`config.mk`:
```
export PLATFORM = sky130hd
export DESIGN_NAME = wb_cmd_master
export DESIGN_NICKNAME = d
export VERILOG_FILES = /design/src/rtl/wb_cmd_master.sv
export SDC_FILE = /design/constraint.sdc
export NUM_CORES = 1
export LEC_CHECK = 0
export CELL_PAD_IN_SITES_DETAIL_PLACEMENT = 1
export CELL_PAD_IN_SITES_GLOBAL_PLACEMENT = 2
export CORE_ASPECT_RATIO = 0.7
export CORE_UTILIZATION = 42
export CTS_BUF_LIST = sky130_fd_sc_hd__clkbuf_16
export DETAILED_ROUTE_END_ITERATION = 10
export GPL_TIMING_DRIVEN = 0
export PLACE_DENSITY_LB_ADDON = 0.1
export REMOVE_ABC_BUFFERS = 1
export SYNTH_ARGS = -nofsm -noshare
export SYNTH_HDL_FRONTEND = slang
export SYNTH_SLANG_ARGS = --single-unit
```
`constraint.sdc`:
```
create_clock -name wb_clk_i -period 4.3 [get_ports wb_clk_i]
set_input_delay 1.075 -clock wb_clk_i [delete_from_list [all_inputs] [get_ports wb_clk_i]]
set_output_delay 1.075 -clock wb_clk_i [all_outputs]
set_load 0.1 [all_outputs]
```
`src/rtl/wb_cmd_master.sv`:
```
// Wishbone classic (B3) initiator: buffers local read/write commands in a small FIFO,
// issues them one at a time with an ack timeout, and returns in-order responses.
module wb_cmd_master #(
    parameter int CMD_DEPTH = 4,
    parameter int TIMEOUT   = 16,
    parameter int ADDR_W    = 32,
    parameter int DATA_W    = 32
) (
    input  logic                wb_clk_i,
    input  logic                wb_rst_ni,
    input  logic                cmd_valid,
    output logic                cmd_ready,
    input  logic                cmd_we,
    input  logic [DATA_W/8-1:0] cmd_sel,
    input  logic [ADDR_W-1:0]   cmd_adr,
    input  logic [DATA_W-1:0]   cmd_dat,
    output logic                rsp_valid,
    input  logic                rsp_ready,
    output logic [DATA_W-1:0]   rsp_rdata,
    output logic                rsp_err,
    output logic                busy,
    output logic                wbm_cyc_o,
    output logic                wbm_stb_o,
    output logic                wbm_we_o,
    output logic [DATA_W/8-1:0] wbm_sel_o,
    output logic [ADDR_W-1:0]   wbm_adr_o,
    output logic [DATA_W-1:0]   wbm_dat_o,
    input  logic                wbm_ack_i,
    input  logic [DATA_W-1:0]   wbm_dat_i
);

    localparam int SEL_W = DATA_W / 8;
    localparam int PTR_W = $clog2(CMD_DEPTH);
    localparam int CNT_W = (TIMEOUT > 1) ? $clog2(TIMEOUT) : 1;
    localparam logic [CNT_W-1:0] CNT_LAST = CNT_W'(TIMEOUT - 1);

    typedef struct packed {
        logic              we;
        logic [SEL_W-1:0]  sel;
        logic [ADDR_W-1:0] adr;
        logic [DATA_W-1:0] dat;
    } cmd_t;

    typedef enum logic [1:0] {IDLE, BUS, RESP} state_t;

    // ---------------- command FIFO ----------------
    cmd_t           mem [CMD_DEPTH];
    logic [PTR_W:0] wr_ptr, rd_ptr;
    logic           empty, full, push, pop;
    cmd_t           head;

    // Extra pointer MSB distinguishes full from empty when the indices match.
    assign empty     = (wr_ptr == rd_ptr);
    assign full      = (wr_ptr[PTR_W] != rd_ptr[PTR_W]) &&
                       (wr_ptr[PTR_W-1:0] == rd_ptr[PTR_W-1:0]);
    assign cmd_ready = !full;
    assign push      = cmd_valid && !full;
    assign head      = mem[rd_ptr[PTR_W-1:0]];

    // NOTE: storage has no reset; the pointers alone define which entries are valid.
    always_ff @(posedge wb_clk_i) begin
        if (push) mem[wr_ptr[PTR_W-1:0]] <= '{we: cmd_we, sel: cmd_sel, adr: cmd_adr, dat: cmd_dat};
    end

    always_ff @(posedge wb_clk_i or negedge wb_rst_ni) begin
        if (!wb_rst_ni) begin
            wr_ptr <= '0;
            rd_ptr <= '0;
        end else begin
            if (push) wr_ptr <= wr_ptr + (PTR_W+1)'(1);
            if (pop)  rd_ptr <= rd_ptr + (PTR_W+1)'(1);
        end
    end

    // ---------------- bus / response FSM ----------------
    state_t            state, state_nxt;
    logic [CNT_W-1:0]  cnt, cnt_nxt;
    logic              cyc, cyc_nxt;
    cmd_t              bus, bus_nxt;
    logic              rv, rv_nxt;
    logic [DATA_W-1:0] rdata, rdata_nxt;
    logic              err, err_nxt;

    // NOTE: every signal gets a default first, so no path through the case infers a latch.
    always_comb begin
        state_nxt = state;
        cnt_nxt   = cnt;
        cyc_nxt   = cyc;
        bus_nxt   = bus;
        rv_nxt    = rv;
        rdata_nxt = rdata;
        err_nxt   = err;
        pop       = 1'b0;
        unique case (state)
            IDLE: begin
                if (!empty) begin
                    pop       = 1'b1;
                    bus_nxt   = head;
                    cyc_nxt   = 1'b1;
                    cnt_nxt   = '0;
                    state_nxt = BUS;
                end
            end
            BUS: begin
                if (wbm_ack_i) begin
                    cyc_nxt   = 1'b0;
                    rdata_nxt = bus.we ? '0 : wbm_dat_i;
                    err_nxt   = 1'b0;
                    rv_nxt    = 1'b1;
                    state_nxt = RESP;
                end else if (cnt == CNT_LAST) begin
                    cyc_nxt   = 1'b0;
                    rdata_nxt = '0;
                    err_nxt   = 1'b1;
                    rv_nxt    = 1'b1;
                    state_nxt = RESP;
                end else begin
                    cnt_nxt = cnt + CNT_W'(1);
                end
            end
            RESP: begin
                if (rsp_ready) begin
                    rv_nxt    = 1'b0;
                    state_nxt = IDLE;
                end
            end
            default: state_nxt = IDLE;
        endcase
    end

    // NOTE: sequential state uses non-blocking assignments so all registers update together.
    always_ff @(posedge wb_clk_i or negedge wb_rst_ni) begin
        if (!wb_rst_ni) begin
            state <= IDLE;
            cnt   <= '0;
            cyc   <= 1'b0;
            bus   <= '0;
            rv    <= 1'b0;
            rdata <= '0;
            err   <= 1'b0;
        end else begin
            state <= state_nxt;
            cnt   <= cnt_nxt;
            cyc   <= cyc_nxt;
            bus   <= bus_nxt;
            rv    <= rv_nxt;
            rdata <= rdata_nxt;
            err   <= err_nxt;
        end
    end

    assign wbm_cyc_o = cyc;
    assign wbm_stb_o = cyc;
    assign wbm_we_o  = bus.we;
    assign wbm_sel_o = bus.sel;
    assign wbm_adr_o = bus.adr;
    assign wbm_dat_o = bus.dat;
    assign rsp_valid = rv;
    assign rsp_rdata = rdata;
    assign rsp_err   = err;
    assign busy      = !empty || (state != IDLE);

endmodule

```
==> flow_summary.ini, run 1 <==
[outcome]
run_status = finished clean

[yosys]
synth_top_flop_cell = edfxtp_1
yosys_warnings = 0
ys_seq_area_share_pct = 76.0
yosys.area.top_type = edfxtp_1
synthCells = 655
ys_async_sr_fraction_pct = 29.6
ys_ff_latch = 392
synth_edf_count = 276
synth_cell_types = 39
syn-cell-area_um2 = 14700
avgSynthCellArea_um2 = 22.5
synth_top_area_share_pct = 56.3
yosys-top-cells-area = edfxtp_1 (56%), dfrtp_1 (20%), mux4_2 (11%)

[timing]
clock.fmax_mhz = 262
maxSlewViolCount = 0
tightest_slew_ps = 1220
finalSetupViolCount = 0
maxSlewHeadroom_pct = 18.2
layout_setup_ws_ps = 477
post-route-min-period_ps = 3820
skew_ps = 8.94
rsz0062_at_grt = false
hold_viol = 0
fin_crit_sh_pct = 88.9

[route]
wl_um = 31900
drc_errors = 0
dr_total_vias = 7076
firstDrtPassIters = 4
drtIter0Drc = 319
via_per_inst = 5.11
routedWlPerCell_um = 23.1
antenna_left = 0

[worst_setup_path]
r2r_end = wbm_adr_o[18]$_DFFE_PN0P_
rr_worst_depth = 6
arrival_ps = 2750
startpoint_type = flop
cp-end-kind = output port
crit_chain = buf_16, xor2_1, nor2_1, nand3_1, clkbuf_2
r2r_start = rd_ptr[0]$_DFFE_PN0P_
r2r_slack_ps = 1160
cp_data_required_time_ps = 3220
cpMaxStageDelayCell = dfrtp_4
path_max_fanout = 28
crit_type = reg -> out
max_stage_delay_ps = 720

[global_routing]
grt_start_max_net_pins = 82
grt_overflow = 0
grt_pass1_wl_um = 50100
grt_pass1_vias = 8191
gr-usage-all-layers_pct = 18.7
antenna_found_initial = 5

[placed_design]
gp_congestion = 0.723
dp_hpwl_um = 19400
pre_cts_ws_ps = 286
port_buffers = 212

[die]
initial_core_util_pct = 43.4
die_h_um = 159
dieWidth_um = 226
core_um2 = 34000
die-area_um2 = 35800
rows = 56
io-pin-count = 213

[clocking]
cts_setup_buffers = 0
cts_buffer_depth = 3
cts_tree = done
worstSkewPairLatency_ps = 520
cts_htree_levels = 2
cts_hold_buf = 0
clock_sinks = 392
root_buffer = clkbuf_16
clk_pin_slew_worst_paths_ps = 60
numCtsBuffers = 39

[job]
maxCapViolCount = 0

[layout]
layout.nets = 1001
utilization_pct = 55.1
area_growth_pct = 27.0
fillers = 2954
drive_gt1_share_pct = 23.2

[hold_path]
hp-class = in -> async
## state kept, by name, summed over array words and instances (netlist names)
register and count:
state 2, rsp_rdata 32, cnt 4, wbm_adr_o 32, rd_ptr 3, wbm_we_o 1
wbm_dat_o 32, wr_ptr 3, wbm_sel_o 4, rsp_err 1, wbm_cyc_o 1, rsp_valid 1
mem 276
## cells in the mapped netlist, types with 2 or more instances
library cell	instances
ha_1	6
and2_1	3
mux4_2	69
nor3_1	3
xor2_1	4
mux2_4	67
nand3_1	2
a211o_1	3
dfrtp_1	116
xnor2_1	3
edfxtp_1	276
clkbuf_1	13
and3_1	2
a21oi_1	3
a22o_1	32
nor2_1	4
nand2_1	4
buf_6	3
buf_2	9
buf_8	6
o31a_1	2
mux2_2	4
inv_1	4
nor4_1	2
## cell type report
class / count / area (µm²) / share of cell area [%]
Inverter: 4 / 15.0 / 0.0802
Tap cell: 464 / 581 / 3.10
Timing Repair Buffer: 225 / 2430 / 13.0
Clock inverter: 31 / 184 / 0.983
Clock buffer: 39 / 976 / 5.21
Sequential cell: 392 / 11200 / 59.8
Multi-Input combinational cell: 227 / 3330 / 17.8
Antenna cell: 2 / 5.00 / 0.0267
## cell families (layout without fill, tap and decap cells)
group                    Yosys count  in the layout  synth area share [%]
buffers and inverters             36            299                  1.63
XOR/XNOR                           8              8                 0.527
adder cells (fa/ha/maj)            6              6                 0.509
multiplexers                     140            140                  17.7
AO/OA/AOI/OAI                     50             50                  2.88
AND/OR/NAND/NOR                   23             23                 0.824
flip-flops                       392            392                  76.0
other                              0              2                     0
## cell usage in the layout (no fill, tap or decap), types with 2 or more instances in the layout
master           netlist  final
a22o_1                32     32
and2_4                 0      3
clkbuf_2               0      2
inv_1                  4     18
buf_12                 0      3
dfrtp_1              116    114
a211o_1                3      3
clkinv_1               0      9
inv_6                  0      2
buf_6                  3      2
clkinv_2               0      4
nand2_1                4      4
mux2_4                67     67
nor4_1                 2      2
a21oi_1                3      3
nand3_1                2      2
edfxtp_1             276    276
dfrtp_4                0      2
and3_1                 2      2
diode_2                0      2
mux4_2                69     69
clkbuf_16              0     39
ha_1                   6      6
buf_16                 0      9
xnor2_1                3      3
nor2_1                 4      4
mux2_2                 4      4
nor3_1                 3      2
xor2_1                 4      4
clkdlybuf4s50_1        0    209
bufinv_16              0      2
## worst max-delay path by stage
stage | from | depth (start not counted) | to
final | rd_ptr[0]$_DFFE_PN0P_ | 5 | busy
after floorplan | rd_ptr[0]$_DFFE_PN0P_ | 3 | wbm_adr_o[17]$_DFFE_PN0P_
after global routing | rd_ptr[0]$_DFFE_PN0P_ | 5 | busy
after global placement | rd_ptr[0]$_DFFE_PN0P_ | 3 | wbm_adr_o[17]$_DFFE_PN0P_
after CTS | rd_ptr[0]$_DFFE_PN0P_ | 5 | busy
after detailed placement | rd_ptr[0]$_DFFE_PN0P_ | 5 | busy
## layer usage
layer,routed length (µm),track usage [%]
met1,13500,24.0
met4,481,4.14
met5,38,0
met2,16100,31.6
met3,1730,4.96
## metrics by stage
| stage | std cells | instance area [µm²] | TNS (ps) | hold slack (ps) |
|---|---|---|---|---|
| 2_1_floorplan | 623 | 14500 | -470200 | 498 |
| 3_3_place_gp | 1299 | 17200 | -1955840 | 489 |
| 3_5_place_dp | 1312 | 17600 | 0 | 491 |
| 4_1_cts | 1382 | 18700 | 0 | 446 |
| 5_1_grt | 1382 | 18700 | 0 | 460 |
| 6_report | 1384 | 18700 | 0 | 454 |
## worst max-delay path, delay by kind of cell (launching register included)
family                 cells  cell delay [ps]
XOR/XNOR                   1              480
buffers and inverters      2              770
flip-flops                 1              720
AND/OR/NAND/NOR            2              260
## repair_timing
action,CTS,global route
pin swaps,0,0
gates resized for setup,4,2
setup endpoints to repair,2,2
endpoints found under the hold margin,0,0
Power of run 1 is not shown: default switching activity piles up to over one toggle a cycle in this logic, so the estimate is an artifact.
==> run 2, diff against run 1 <==
--- a/config.mk
+++ b/config.mk
@@ -11,7 +11,6 @@
 export CORE_UTILIZATION = 42
 export CTS_BUF_LIST = sky130_fd_sc_hd__clkbuf_16
 export DETAILED_ROUTE_END_ITERATION = 10
-export GPL_TIMING_DRIVEN = 0
 export PLACE_DENSITY_LB_ADDON = 0.1
 export REMOVE_ABC_BUFFERS = 1
 export SYNTH_ARGS = -nofsm -noshare
==> run 2 against run 1 <==
Maximum frequency is 21% higher. Sequential share of layout area grew 0.64 points. Worst setup slack better by 660 ps. Highest routed layer is now met4.
==> flow_summary.ini, run 2 (synthesized netlist as in run 1, its figures left out) <==
[layout]
area_growth_pct = 25.7
drive_gt1_share_pct = 23.2
most-common-layout-cells = edfxtp_1 (276), clkdlybuf4s50_1 (209), dfrtp_1 (114)
largest_reg_flops = 276
utilization_pct = 54.5
final_common_cell = edfxtp_1
layout.nets = 1005
fillers = 3009
n_antenna_cell = 0

[worst_setup_path]
crit_family = buffers and inverters
max_stage_delay_ps = 1160
path_max_fanout = 2
cp-end-kind = output port
r2r_end = mem[0][49]$_DFFE_PP_
cp_data_required_time_ps = 3220
r2r_slack_ps = 1810
arrival_ps = 2090
r2r_start = rd_ptr[0]$_DFFE_PN0P_
crit_type = reg -> out
rr_worst_depth = 4
cpMaxStageDelayCell = clkdlybuf4s50_1
crit_chain = clkdlybuf4s50_1
startpoint_type = flop
cp.buffers_inverters = 1

[route]
via_per_inst = 5.15
dr_total_vias = 7138
wl_um = 31800
firstDrtPassIters = 4
drtIter0Drc = 370
drc_errors = 0
antenna_left = 0
routedWlPerCell_um = 22.9

[timing]
rsz0062_at_grt = false
maxSlewHeadroom_pct = 19.2
fin_crit_sh_pct = 73.6
skew_ps = 17.2
finalSetupViolCount = 0
hold_viol = 0
layout_setup_ws_ps = 1140
clock.fmax_mhz = 316
tightest_slew_ps = 1210
post-route-min-period_ps = 3160
whs_ps = 507
maxSlewViolCount = 0
tns_ps = 0

[placed_design]
gp_congestion = 0.762
pre_cts_ws_ps = 1070
port_buffers = 212
dp_hpwl_um = 20900

[die]
io-pin-count = 213
core_um2 = 34000
initial_core_util_pct = 43.4
die_h_um = 159
dieWidth_um = 226
rows = 56
die-area_um2 = 35800

[clocking]
numCtsBuffers = 38
cts_htree_levels = 2
root_buffer = clkbuf_16
post_cts_resized = 0
cts_buffer_depth = 3
cts_tree = done
clk_pin_slew_worst_paths_ps = 60
worstSkewPairLatency_ps = 530
cts_hold_buf = 0
clock_sinks = 392
cts_setup_buffers = 0

[hold_path]
min_to = rsp_rdata[10]$_DFFE_PN0P_
whs_path_depth = 1
hp-class = reg -> reg
min_from = rsp_rdata[10]$_DFFE_PN0P_

[global_routing]
grt_pass1_vias = 7896
grt_overflow = 0
gr-usage-all-layers_pct = 18.3
antenna_found_initial = 0
grt_pass1_wl_um = 49600
grt_start_max_net_pins = 72

[job]
maxCapViolCount = 0

[outcome]
run_status = finished clean
-- run 2: changes by cell type in the layout (fill, tap and decap cells not counted), sizes merged --
cell | before | now
clkinv | 13 | 14
bufinv | 2 | 0
diode | 2 | 0
inv | 20 | 19
buf | 14 | 21
-- run 2: per-layer routing --
layer	GRT usage (%)	up-vias	wire (µm)	part of all wire, %
met5	0	-	0	0
met4	4.14	0	495	1.6
met3	3.57	41	1430	4.5
met2	28.3	158	15000	47
met1	27.0	3804	14800	47
li1	-	3135	-	-
-- run 2: final cells by class --
| type | count | area [µm²] | area share [%] |
|---|---|---|---|
| clock buffer | 41 | 1030 | 5.54 |
| clock inverter | 29 | 111 | 0.601 |
| multi-input combinational | 227 | 3330 | 18.0 |
| sequential | 392 | 11200 | 60.5 |
| timing repair buffer | 230 | 2260 | 12.2 |
| inverter | 4 | 15.0 | 0.0811 |
| tap | 464 | 581 | 3.13 |
-- run 2: worst max path at each step --
stage | start | end | slack, ps | depth (start not counted)
3_5_place_dp | wbm_ack_i | rsp_rdata[11]$_DFFE_PN0P_ | 1070 | 4
2_1_floorplan | rd_ptr[0]$_DFFE_PN0P_ | wbm_adr_o[17]$_DFFE_PN0P_ | -2230 | 3
6_report | wbm_dat_o[26]$_DFFE_PN0P_ | wbm_dat_o[26] | 1140 | 1
4_1_cts | wbm_dat_o[26]$_DFFE_PN0P_ | wbm_dat_o[26] | 1100 | 1
5_1_grt | rd_ptr[0]$_DFFE_PN0P_ | busy | 1050 | 4
3_3_place_gp | cmd_valid | mem[0][2]$_DFFE_PP_ | 1190 | 4
-- run 2: stage by stage --
stage / cell area [µm²] / std cells
floorplan: 14500 / 623
global placement: 17400 / 1317
detailed placement: 17400 / 1317
CTS: 18500 / 1387
global route: 18500 / 1387
finish: 18500 / 1387
Power of run 2 is left out for the same reason.
